File: src/rtl/sys_arr_pkg.sv
// Shared types and constants for the systolic-array row feeder and its activation FIFO.
package sys_arr_pkg;

    localparam int DATA_W        = 8;
    localparam int SUM_W         = 16;
    localparam int ROW_WIDTH_DEF = 4;

    typedef enum logic [1:0] {
        ST_IDLE,
        ST_SETTLE,
        ST_STREAM,
        ST_DRAIN
    } feeder_state_e;

    typedef struct packed {
        logic              last;
        logic [DATA_W-1:0] data;
    } act_beat_t;

endpackage

File: src/rtl/sys_arr_fifo.sv
// Synchronous FIFO with register-array storage; the head entry is read straight from
// the array, so a beat is only visible after the edge that wrote it.
module sys_arr_fifo #(
    parameter int WIDTH = 9,
    parameter int DEPTH = 16
) (
    input  logic             clk_i,
    input  logic             rst_ni,
    input  logic             push_i,
    input  logic [WIDTH-1:0] wdata_i,
    input  logic             pop_i,
    output logic [WIDTH-1:0] rdata_o,
    output logic             full_o,
    output logic             empty_o
);

    localparam int AW = $clog2(DEPTH);

    logic [WIDTH-1:0] mem_q [DEPTH];
    logic [AW-1:0]    wr_ptr_q;
    logic [AW-1:0]    rd_ptr_q;
    logic [AW:0]      count_q;
    logic [AW:0]      count_d;
    logic             do_push;
    logic             do_pop;

    assign full_o  = (count_q == (AW+1)'(DEPTH));
    assign empty_o = (count_q == '0);
    assign do_push = push_i && !full_o;
    assign do_pop  = pop_i && !empty_o;
    assign rdata_o = mem_q[rd_ptr_q];

    always_comb begin
        count_d = count_q;
        case ({do_push, do_pop})
            2'b10:   count_d = count_q + 1'b1;
            2'b01:   count_d = count_q - 1'b1;
            default: count_d = count_q;
        endcase
    end

    // Pointers are exactly AW bits wide, so incrementing past DEPTH-1 wraps to 0.
    always_ff @(posedge clk_i or negedge rst_ni) begin
        if (!rst_ni) begin
            wr_ptr_q <= '0;
            rd_ptr_q <= '0;
            count_q  <= '0;
        end else begin
            count_q <= count_d;
            if (do_push) wr_ptr_q <= wr_ptr_q + 1'b1;
            if (do_pop)  rd_ptr_q <= rd_ptr_q + 1'b1;
        end
    end

    always_ff @(posedge clk_i) begin
        if (do_push) mem_q[wr_ptr_q] <= wdata_i;
    end

endmodule

File: src/rtl/sys_arr_row_feeder.sv
// Sequencer for one systolic-array row: broadcasts a weight/bias beat, streams buffered
// activations into the row, then flushes the row pipeline with zeros and pulses done.
module sys_arr_row_feeder
    import sys_arr_pkg::*;
#(
    parameter int ROW_WIDTH = ROW_WIDTH_DEF,
    parameter int DEPTH     = 16
) (
    input  logic                       clock,
    input  logic                       reset_n,
    input  logic                       w_valid,
    output logic                       w_ready,
    input  logic [DATA_W*ROW_WIDTH-1:0] w_data,
    input  logic [SUM_W*ROW_WIDTH-1:0]  b_data,
    input  logic                       d_valid,
    output logic                       d_ready,
    input  logic [DATA_W-1:0]          d_data,
    input  logic                       d_last,
    output logic [DATA_W*ROW_WIDTH-1:0] win,
    output logic [ROW_WIDTH-1:0]       wwrite,
    output logic [SUM_W*ROW_WIDTH-1:0]  sumin,
    output logic [DATA_W-1:0]          datain,
    output logic                       active,
    output logic                       busy,
    output logic                       done
);

    localparam int CW = $clog2(ROW_WIDTH + 1);

    feeder_state_e                 state_q;
    logic [DATA_W*ROW_WIDTH-1:0]   win_q;
    logic [ROW_WIDTH-1:0]          wwrite_q;
    logic [SUM_W*ROW_WIDTH-1:0]    sumin_q;
    logic [DATA_W-1:0]             datain_q;
    logic                          active_q;
    logic                          done_q;
    logic [CW-1:0]                 drain_q;

    act_beat_t fifo_wbeat;
    act_beat_t fifo_head;
    logic      fifo_full;
    logic      fifo_empty;
    logic      fifo_pop;

    assign fifo_wbeat = '{last: d_last, data: d_data};
    assign fifo_pop   = (state_q == ST_STREAM) && !fifo_empty;

    sys_arr_fifo #(
        .WIDTH ($bits(act_beat_t)),
        .DEPTH (DEPTH)
    ) u_fifo (
        .clk_i   (clock),
        .rst_ni  (reset_n),
        .push_i  (d_valid),
        .wdata_i (fifo_wbeat),
        .pop_i   (fifo_pop),
        .rdata_o (fifo_head),
        .full_o  (fifo_full),
        .empty_o (fifo_empty)
    );

    always_ff @(posedge clock or negedge reset_n) begin
        if (!reset_n) begin
            state_q  <= ST_IDLE;
            win_q    <= '0;
            wwrite_q <= '0;
            sumin_q  <= '0;
            datain_q <= '0;
            active_q <= 1'b0;
            done_q   <= 1'b0;
            drain_q  <= '0;
        end else begin
            done_q <= 1'b0;
            case (state_q)
                ST_IDLE: begin
                    datain_q <= '0;
                    active_q <= 1'b0;
                    wwrite_q <= '0;
                    if (w_valid) begin
                        win_q    <= w_data;
                        sumin_q  <= b_data;
                        wwrite_q <= '1;
                        state_q  <= ST_SETTLE;
                    end
                end
                ST_SETTLE: begin
                    wwrite_q <= '0;
                    state_q  <= ST_STREAM;
                end
                ST_STREAM: begin
                    if (!fifo_empty) begin
                        datain_q <= fifo_head.data;
                        active_q <= 1'b1;
                        if (fifo_head.last) begin
                            drain_q <= CW'(ROW_WIDTH);
                            state_q <= ST_DRAIN;
                        end
                    end else begin
                        datain_q <= '0;
                        active_q <= 1'b0;
                    end
                end
                ST_DRAIN: begin
                    // Zero beats keep active high so every PE sees the tail of the vector.
                    datain_q <= '0;
                    active_q <= 1'b1;
                    drain_q  <= drain_q - 1'b1;
                    if (drain_q == CW'(1)) begin
                        done_q  <= 1'b1;
                        state_q <= ST_IDLE;
                    end
                end
                default: state_q <= ST_IDLE;
            endcase
        end
    end

    assign w_ready = (state_q == ST_IDLE);
    assign busy    = (state_q != ST_IDLE);
    assign d_ready = !fifo_full;
    assign win     = win_q;
    assign wwrite  = wwrite_q;
    assign sumin   = sumin_q;
    assign datain  = datain_q;
    assign active  = active_q;
    assign done    = done_q;

endmodule
File: config.mk
export PLATFORM = sky130hd
export DESIGN_NAME = sys_arr_row_feeder
export DESIGN_NICKNAME = d
export VERILOG_FILES = /design/src/rtl/sys_arr_pkg.sv /design/src/rtl/sys_arr_fifo.sv /design/src/rtl/sys_arr_row_feeder.sv
export SDC_FILE = /design/constraint.sdc
export NUM_CORES = 1
export LEC_CHECK = 0
export CAP_MARGIN = 20
export CORE_ASPECT_RATIO = 1.4
export CORE_MARGIN = 3
export CORE_UTILIZATION = 51
export CTS_CLUSTER_SIZE = 28
export DETAILED_ROUTE_END_ITERATION = 16
export GPL_ROUTABILITY_DRIVEN = 0
export PLACE_DENSITY = 0.87
export SKIP_CTS_REPAIR_TIMING = 1
export SLEW_MARGIN = 40
export SYNTH_ARGS = -nofsm -noshare
export SYNTH_HDL_FRONTEND = slang
export SYNTH_SLANG_ARGS = --single-unit
File: constraint.sdc
create_clock -name clock -period 3.3 [get_ports clock]
set_clock_uncertainty 0.05 [all_clocks]
set_input_delay 0.33 -clock clock [delete_from_list [all_inputs] [get_ports clock]]
set_output_delay 0.33 -clock clock [all_outputs]
set_load 0.05 [all_outputs]
==> run_results.csv <==
group,metric,value,unit
pwr,switchingPower,6.086,mW
status,outcome,"finished, final reports clean",
hold_path,hold_class,"input port to async pin",
logic_synthesis,synth_edf_count,144,
logic_synthesis,ys.flop_type,"edfxtp_1",
grt,grt_use_total,0.2131,
pwr,combPwrFrac,0.458,
logic_synthesis,synthTopCellsByCount,"144 x edfxtp_1, 125 x dfrtp_1, 90 x mux2_2",
grt,gr-total-overflow,0,
pwr,power.leakage,5.371,nW
clock_tree,cts_sinks,269,
detailed_routing,dr.pass1.iters,4,
job,drv_cap,0,
grt,grt_pass1_wl,37070,µm
logic_synthesis,synthTopCellsByArea,"edfxtp_1 41%, dfrtp_1 29%, mux2_2 9.5%",
die,core_area,20150,µm²
grt,grt_max_degree,71,
setup_path,crit_type,"flip-flop to flip-flop",
clock_tree,clk_path_buf_depth,3,
pwr,irDropWorstVdd,510.7,µV
setup_path,r2r_slack,210,ps
setup_path,worst_path_max_delay_cell,"dfrtp_1",
detailed_routing,final_antenna_net_count,0,
final_layout,n_antenna_cell,0,
logic_synthesis,async_flop_share,0.4647,
sta,tns,0,ps
clock_tree,cts_tree,"yes",
pwr,powerDensity,1076,nW/µm²
setup_path,critical-path-top-delay-family,"simple AND/OR/NAND/NOR gates",
clock_tree,h-tree-depth,1,
pwr,seq_power_share,0.342,
setup_path,critPathMaxStageDelay,460,ps
sta,setup-violations-final,0,
logic_synthesis,syn_avg_cell_area,17.95,µm²
sta,layout_min_cycle_time,3092,ps
clock_tree,cts_made_buffers,26,
die,dieWidth,128.1,µm
sta,hold_viol_final,0,
pwr,switching_share,0.3997,
logic_synthesis,netlist_area,10650,µm²
logic_synthesis,ys_ff_latch,269,
sta,whs,322.4,ps
clock_tree,ctsRootBufferMaster,"clkbuf_16",
final_layout,final_util,0.7020,
logic_synthesis,yosysMostFrequentCell,"edfxtp_1",
die,die_h,177.0,µm
sta,fin_crit_sh,0.9368,
sta,maxSlewHeadroom,0.4852,
final_layout,nFillCells,1270,
logic_synthesis,ys_warn_count,0,
grt,antenna_found_initial,1,
logic_synthesis,syn-instance-count,593,
sta,rsz0062_at_grt,"false",
die,die-area,22670,µm²
detailed_routing,routed_wl,24760,µm
sta,final_max_slew_viol_count,0,
die,std_cell_rows,61,
die,num_io_pins,222,
final_layout,nNetsFinal,961,
logic_synthesis,yosysTopAreaCellShare,0.4062,
grt,grt_pass1_vias,6529,
setup_path,cp_num_buf_inv,1,
placed_design,port_buffers,221,
final_layout,drive_gt1_frac,0.2395,
setup_path,path_cells,"nor4_2, nand2_2, and2_1, inv_2, ha_1, xor2_1, ha_1, nor2b_1, a22oi_1, o32a_1, nor2_1, xor2_1",
clock_tree,insertion_delay,520,ps
setup_path,worstPathRequired,3690,ps
setup_path,worstPathArrival,3490,ps
logic_synthesis,synth-seq-area-share,0.7000,
setup_path,critPathMaxFanout,9,
clock_tree,clk_pin_slew,60,ps
detailed_routing,via_per_inst,5.546,
sta,timing.fmax,323.5,MHz
logic_synthesis,synth_cell_type_count,44,
detailed_routing,routedWlPerCell,22.35,µm
placed_design,hpwl,16660,µm
pwr,clockPowerShare,0.200,
detailed_routing,drt_iter0_drc,497,
detailed_routing,num_vias,6145,
final_layout,area_delta_synth_final,32.86,%
setup_path,worst_setup_path_start_kind,"flip-flop",
detailed_routing,drc,0,
die,start_util,0.5284,
sta,max_slew.worst_pin.slew,772.1,ps
pwr,internal-power,9.140,mW
setup_path,worstSetupEndpointType,"flip-flop",
logic_synthesis,synth_area_leader_cell,"edfxtp_1",
logic_synthesis,synth_nets,718,
final cells by class:
| type | instances | area, µm² | share of cell area |
|---|---|---|---|
| Timing Repair Buffer | 246 | 2429 | 0.1717 |
| Tap cell | 252 | 315.3 | 0.02229 |
| Inverter | 17 | 63.81 | 0.004511 |
| Sequential cell | 269 | 7453 | 0.5269 |
| Clock inverter | 16 | 202.7 | 0.01433 |
| Clock buffer | 32 | 683.2 | 0.04830 |
| Multi-Input combinational cell | 276 | 2998 | 0.2119 |
kinds of logic after synthesis:
kind of cell | after synthesis | share of synthesized area
AO/OA/AOI/OAI | 30 | 0.01963
AND/OR/NAND/NOR | 73 | 0.03349
buffers and inverters | 48 | 0.01998
multiplexers | 145 | 0.1983
adder cells (fa/ha/maj) | 16 | 0.01880
XOR/XNOR | 12 | 0.009872
flip-flops | 269 | 0.7000
power groups by stage:
stage                     registers [mW]  logic (mW)  clock network (mW)
after floorplan                     7.28        2.63                   0
after global placement              5.19        6.88                   0
after detailed placement            5.26        7.01                   0
after CTS                           5.20        7.05                3.12
after global routing                5.31        7.32                3.23
final                               5.20        6.98                3.05
cells in the final DEF, fill, tap and decap left out, types with 3 or more instances in the layout:
master / n
buf_4: 22
clkdlybuf4s50_1: 220
nand4_1: 3
mux2_1: 11
mux2_2: 90
and3_1: 3
clkbuf_1: 5
nor2b_1: 4
ha_1: 16
nand3b_1: 3
bufinv_16: 4
dfrtp_1: 124
o21ai_1: 11
nand2_1: 21
a31oi_1: 3
xor2_1: 6
a21oi_1: 4
edfxtp_1: 144
clkinvlp_4: 3
clkinv_1: 3
nor3_1: 5
nor2_1: 17
nand2b_1: 5
and2_1: 3
mux4_2: 40
inv_1: 16
xnor2_1: 6
clkbuf_16: 26
routing by layer:
layer	vias to the layer above	wire [µm]	GRT usage
li1	2722	-	-
met2	279	13410	0.4045
met1	3102	8595	0.2431
met3	40	2126	0.04287
met5	-	11	0
met4	2	614	0.05398
stage by stage:
step | cells | instance area (µm²) | total power, mW | setup slack [ps]
6_report | 1108 | 14140 | 15.23 | 208.5
5_1_grt | 1108 | 14140 | 15.86 | 27.10
4_1_cts | 1107 | 14130 | 15.37 | 208.9
3_5_place_dp | 1059 | 13250 | 12.27 | 247.9
3_3_place_gp | 1059 | 13250 | 12.06 | 417.4
2_1_floorplan | 593 | 10660 | 9.909 | 103.6
sequential cells by signal (all words and copies together) (netlist names):
signal	cells
u_fifo.count_q	5
sumin	64
u_fifo.mem_q	144
done	1
u_fifo.rd_ptr_q	4
wwrite	1
active	1
u_fifo.wr_ptr_q	4
datain	8
drain_q	3
win	32
state_q	2
worst paths after layout:
path / cells past startpoint / to / startpoint
min: 2 / sumin[13] / reset_n
min in group clock: 2 / win[19] / w_data[19]
max in group asynchronous: 3 / sumin[33] / reset_n
max reg2reg: 12 / u_fifo.count_q[4] / u_fifo.count_q[2]
min reg2reg: 1 / drain_q[1] / drain_q[1]
max: 12 / u_fifo.count_q[4] / u_fifo.count_q[2]
Note: power is estimated with default switching activity, not from simulation.
